$ cat config.mk
export PLATFORM = sky130hd
export DESIGN_NAME = interrupt_controller
export DESIGN_NICKNAME = d
export VERILOG_FILES = /design/src/rtl/interrupt_controller.sv
export SDC_FILE = /design/constraint.sdc
export NUM_CORES = 1
export LEC_CHECK = 0
export CELL_PAD_IN_SITES_DETAIL_PLACEMENT = 2
export CELL_PAD_IN_SITES_GLOBAL_PLACEMENT = 2
export CORE_ASPECT_RATIO = 1.4
export CORE_MARGIN = 4
export CORE_UTILIZATION = 33
export DETAILED_ROUTE_END_ITERATION = 16
export MAX_ROUTING_LAYER = met4
export PLACE_DENSITY = 0.9
export SLEW_MARGIN = 20
export SYNTH_ARGS = -nofsm -noshare
export SYNTH_HDL_FRONTEND = slang
export SYNTH_SLANG_ARGS = --single-unit
$ cat constraint.sdc
create_clock -name clk -period 3.35 [get_ports clk]
set_input_delay 0.67 -clock clk [delete_from_list [all_inputs] [get_ports clk]]
set_output_delay 0.67 -clock clk [all_outputs]
set_load 0.05 [all_outputs]
$ cat src/rtl/interrupt_controller.sv
// Interrupt controller: latches peripheral events into factor flags, masks them,
// and drives a one-hot request to the CPU through a three-state handshake.
module interrupt_controller #(
  parameter int unsigned NUM_SOURCES = 15
) (
  input  logic                   clk,
  input  logic                   reset_n,
  input  logic [NUM_SOURCES-1:0] event_in,
  input  logic [2:0]             bus_addr,
  input  logic                   bus_wr,
  input  logic                   bus_rd,
  input  logic [3:0]             bus_wdata,
  output logic [3:0]             bus_rdata,
  input  logic                   cpu_int_enable,
  input  logic                   cpu_int_ack,
  output logic [NUM_SOURCES-1:0] interrupt_req
);

  typedef enum logic [1:0] {
    IDLE    = 2'd0,
    REQ     = 2'd1,
    SERVICE = 2'd2
  } state_t;

  state_t                 state_q, state_d;
  logic [3:0]             sel_q, sel_d;
  logic [NUM_SOURCES-1:0] factor_q, factor_d;
  logic [NUM_SOURCES-1:0] mask_q, mask_d;

  logic [NUM_SOURCES-1:0] pending;
  logic [3:0]             top_idx;
  logic                   any_pending;
  logic [15:0]            clr16;
  logic [15:0]            mask16;
  logic [15:0]            rsrc16;
  logic [3:0]             nib_base;

  assign nib_base = {bus_addr[1:0], 2'b00};

  // Nibble 3 is only three bits wide; the unused top bit is padded to 16 and dropped.
  always_comb begin
    clr16 = '0;
    if (bus_rd && !bus_addr[2]) begin
      clr16[nib_base +: 4] = '1;
    end
    factor_d = (factor_q & ~clr16[NUM_SOURCES-1:0]) | event_in;

    mask16 = {1'b0, mask_q};
    if (bus_wr && bus_addr[2]) begin
      mask16[nib_base +: 4] = bus_wdata;
    end
    mask_d = mask16[NUM_SOURCES-1:0];
  end

  always_comb begin
    rsrc16    = bus_addr[2] ? {1'b0, mask_q} : {1'b0, factor_q};
    bus_rdata = rsrc16[nib_base +: 4];
  end

  assign pending     = factor_q & mask_q;
  assign any_pending = |pending;

  always_comb begin
    top_idx = '0;
    for (int unsigned i = 0; i < NUM_SOURCES; i++) begin
      if (pending[i]) begin
        top_idx = i[3:0];
      end
    end
  end

  always_comb begin
    state_d = state_q;
    sel_d   = sel_q;
    case (state_q)
      IDLE: begin
        if (cpu_int_enable && any_pending) begin
          sel_d   = top_idx;
          state_d = REQ;
        end
      end
      REQ: begin
        if (cpu_int_ack) begin
          state_d = SERVICE;
        end else if (!pending[sel_q] || !cpu_int_enable) begin
          state_d = IDLE;
        end
      end
      SERVICE: begin
        if (!cpu_int_enable) begin
          state_d = IDLE;
        end
      end
      default: state_d = IDLE;
    endcase
  end

  always_comb begin
    interrupt_req = '0;
    if (state_q == REQ) begin
      interrupt_req[sel_q] = 1'b1;
    end
  end

  always_ff @(posedge clk or negedge reset_n) begin
    if (!reset_n) begin
      state_q  <= IDLE;
      sel_q    <= '0;
      factor_q <= '0;
      mask_q   <= '0;
    end else begin
      state_q  <= state_d;
      sel_q    <= sel_d;
      factor_q <= factor_d;
      mask_q   <= mask_d;
    end
  end

endmodule

==> results.py, run 1 <==
metrics = {
    "yosys": {
        "synth_top_flop_cell": "dfrtp_1",
        "async_flop_share": 1.00,
        "postSynthCellCount": 218,
        "ys_types": 40,
        "synth_nets": 250,
        "synth_seq_cells": 36,
        "seq_area_frac_synth": 0.426,
        "yosysWarnings": 0,
        "syn_area_sq_mm": 0.00211,
        "avgSynthCellArea_sq_um": 9.69,
        "synth-edff-count": 0,
    },
    "timing": {
        "setup_viol": 0,
        "relSlewSlack": 0.539,
        "rsz0062_at_grt": "no",
        "fin_skew_ps": 5.62,
        "fmax_ghz": 0.322,
        "hold_viol": 0,
        "tightest_slew_ps": 686,
        "tns_ps": 0,
        "min_period_ps": 3110,
        "finalCritPeriodShare": 0.928,
        "setup_slack_ps": 240,
        "drv_slew": 0,
    },
    "grt": {
        "grt_usage": 0.212,
        "first_global_vias": 2156,
        "antenna_found_initial": 0,
        "grt_pass1_wl_microns": 11700,
        "overflow": 0,
        "grt_max_degree": 37,
    },
    "cts": {
        "root_buffer": "clkbuf_8",
        "clock-sinks": 36,
        "post_cts_resized": 0,
        "cts_buffer_depth": 2,
        "cts_buffers": 5,
        "cts_tree": "done",
        "path_clk_slew_ps": 70,
        "cts_setup_buffers": 0,
        "clock_latency_ps": 290,
        "cts.hold.buffers_added": 0,
        "cts_max_level": 2,
    },
    "cells_and_area": {
        "diodes": 0,
        "nNetsFinal": 301,
        "layout.cells.non_filler": 342,
        "multi_input_area_sq_mm": 0.00116,
        "seq_area_sq_um": 901,
        "fillers": 693,
        "synthToLayoutAreaGrowth_pct": 29.3,
        "drive_gt1_frac": 0.0963,
    },
    "critical_path": {
        "cp.buffers_inverters": 1,
        "end_kind": "output port",
        "slowest_stage": "clkdlybuf4s50_1",
        "critPathMaxFanout": 6,
        "cp.arrival_ps": 2440,
        "crit_type": "reg -> out",
        "required_ps": 2680,
        "startpoint_type": "flip-flop",
        "reg2reg_depth": 5,
        "cp.depth": 4,
        "path_delay_family": "simple AND/OR/NAND/NOR gates",
        "cp_cell_sequence": "and2b_1 -> or3b_2 -> nor2_1 -> clkdlybuf4s50_1",
        "slowest_delay_ps": 810,
    },
    "power_and_ir_drop": {
        "vdd_drop_max_mv": 0.202,
        "p_leak_nw": 1.07,
        "p_per_area_mw_per_mm2": 538,
    },
    "floorplanning": {
        "core_sq_mm": 0.00621,
        "initial_utilization": 0.340,
        "row_count": 34,
        "fp.dieArea_sq_mm": 0.00777,
        "io-pin-count": 47,
        "die_x_microns": 75.6,
        "die_h_microns": 103,
    },
    "detailed_routing": {
        "wire_per_inst_microns": 21.4,
        "detail-route-antenna-nets": 0,
        "first_pass_iters": 4,
        "vias_per_cell": 5.82,
        "num_vias": 1991,
        "wirelength_microns": 7330,
        "first_iter_violations": 73,
        "drcViolationCount": 0,
    },
    "status": {
        "status": "complete, no violations",
    },
    "placement": {
        "place_inst": 334,
        "dpl_worst_slack_ps": 224,
        "routabilityCongestion": 0.878,
        "port_buffers": 46,
        "dp.final_hpwl_microns": 5830,
    },
    "run": {
        "drv_cap": 0,
    },
    "min_path": {
        "holdPathStages": 1,
        "hold_class": "reg -> reg",
    },
}
-- cell type report --
class | count | area share
Clock buffer | 6 | 0.0302
Clock inverter | 2 | 0.00366
Inverter | 3 | 0.00412
Multi-Input combinational cell | 174 | 0.426
Sequential cell | 36 | 0.330
Tap cell | 72 | 0.0330
Timing Repair Buffer | 49 | 0.173
-- kinds of logic after synthesis --
| logic type | share of synthesized area |
|---|---|
| AND/OR/NAND/NOR | 0.204 |
| AO/OA/AOI/OAI | 0.240 |
| flip-flops | 0.426 |
| buffers and inverters | 0.0225 |
| multiplexers | 0.0829 |
| adder cells (fa/ha/maj) | 0.0237 |
-- cell usage after synthesis, types with 2 or more instances --
cell,instances,area [sq um]
and2b_1,2,15.0
nor2b_1,2,12.5
nor2_1,20,75.1
dfrtp_1,36,901
nand2_1,47,176
nor3b_1,2,15.0
a21oi_1,6,30.0
a22oi_1,2,15.0
inv_1,3,11.3
a32o_1,2,20.0
a21o_1,14,105
buf_4,2,15.0
o22a_1,2,17.5
a22o_1,13,114
o21ai_0,10,50.1
o31ai_1,6,45.0
nand2b_1,2,12.5
a21o_2,2,17.5
ha_1,4,50.1
buf_2,2,10.0
o2111ai_1,2,17.5
a31oi_1,4,25.0
mux4_1,2,52.6
nand3_1,10,50.1
mux4_2,5,113
nand3b_1,2,15.0
-- power by group --
group / internal, W / switching, W / total [W]
combinational: 0.000228 / 0.000318 / 0.000546
clock: 0.000164 / 0.000163 / 0.000327
sequential: 0.000491 / 0.000107 / 0.000598
total: 0.000884 / 0.000588 / 0.00147
-- worst paths after layout --
| check | startpoint | end | slack [ps] |
|---|---|---|---|
| max in group asynchronous | reset_n | factor_q[3]$_DFF_PN0_ | 2210 |
| setup / recovery | state_q[1]$_DFFE_PN0P_ | interrupt_req[8] | 240 |
| setup reg to reg | sel_q[0]$_DFFE_PN0P_ | state_q[0]$_DFFE_PN0P_ | 1510 |
| hold reg to reg | state_q[0]$_DFFE_PN0P_ | state_q[1]$_DFFE_PN0P_ | 500 |
| min in group asynchronous | reset_n | factor_q[8]$_DFF_PN0_ | 800 |
| hold / removal | state_q[0]$_DFFE_PN0P_ | state_q[1]$_DFFE_PN0P_ | 500 |
-- state kept, by name, indices dropped and copies added, names as in the netlist --
name	count
factor_q	15
mask_q	15
sel_q	4
state_q	2
-- per-layer routing --
layer	GRT usage	routed length, microns
met5	-	0
met4	0.0767	127
met3	0.0254	229
met2	0.389	4140
met1	0.228	2840
-- through the flow --
stage | hold WS (ps) | instance area [sq um] | utilization | total power, W
CTS | 514 | 2730 | 0.440 | 0.00148
global placement | 478 | 2640 | 0.425 | 0.00113
floorplan | 374 | 2110 | - | 0.000957
detailed placement | 503 | 2640 | 0.425 | 0.00116
finish | 503 | 2730 | 0.440 | 0.00147
global route | 568 | 2730 | 0.440 | 0.00156
-- cells in the final DEF, fill, tap and decap left out, types with 2 or more instances in the layout --
cell type	count
and2b_1	2
nor2_1	20
mux4_1	2
o2111ai_1	2
o22a_1	2
clkinv_2	2
o31ai_1	6
nor3b_1	2
a21o_2	2
nand3_1	10
a31oi_1	4
clkbuf_8	6
a32o_1	2
mux4_2	5
nor2b_1	2
dfrtp_1	36
inv_1	3
ha_1	4
nand3b_1	2
a22o_1	13
buf_4	7
clkdlybuf4s50_1	42
o21ai_0	10
a21o_1	14
nand2b_1	2
a21oi_1	6
a22oi_1	2
nand2_1	47
(Power assumes the default switching activity.)
==> run 2: changes to the inputs <==
--- a/config.mk
+++ b/config.mk
@@ -10,6 +10,7 @@
 export CORE_ASPECT_RATIO = 1.4
 export CORE_MARGIN = 4
 export CORE_UTILIZATION = 33
+export CTS_CLUSTER_DIAMETER = 40
 export DETAILED_ROUTE_END_ITERATION = 16
 export MAX_ROUTING_LAYER = met4
 export PLACE_DENSITY = 0.9
==> results of run 2 <==
Same layout as run 1: the final DEF is identical, and so are final timing and power.
==> run 3: changes to the inputs <==
--- a/config.mk
+++ b/config.mk
@@ -10,7 +10,7 @@
 export CORE_ASPECT_RATIO = 1.4
 export CORE_MARGIN = 4
 export CORE_UTILIZATION = 33
-export CTS_CLUSTER_DIAMETER = 40
+export CTS_CLUSTER_DIAMETER = 150
 export DETAILED_ROUTE_END_ITERATION = 16
 export MAX_ROUTING_LAYER = met4
 export PLACE_DENSITY = 0.9
==> results of run 3 <==
Same layout as run 1: the final DEF is identical, and so are final timing and power.
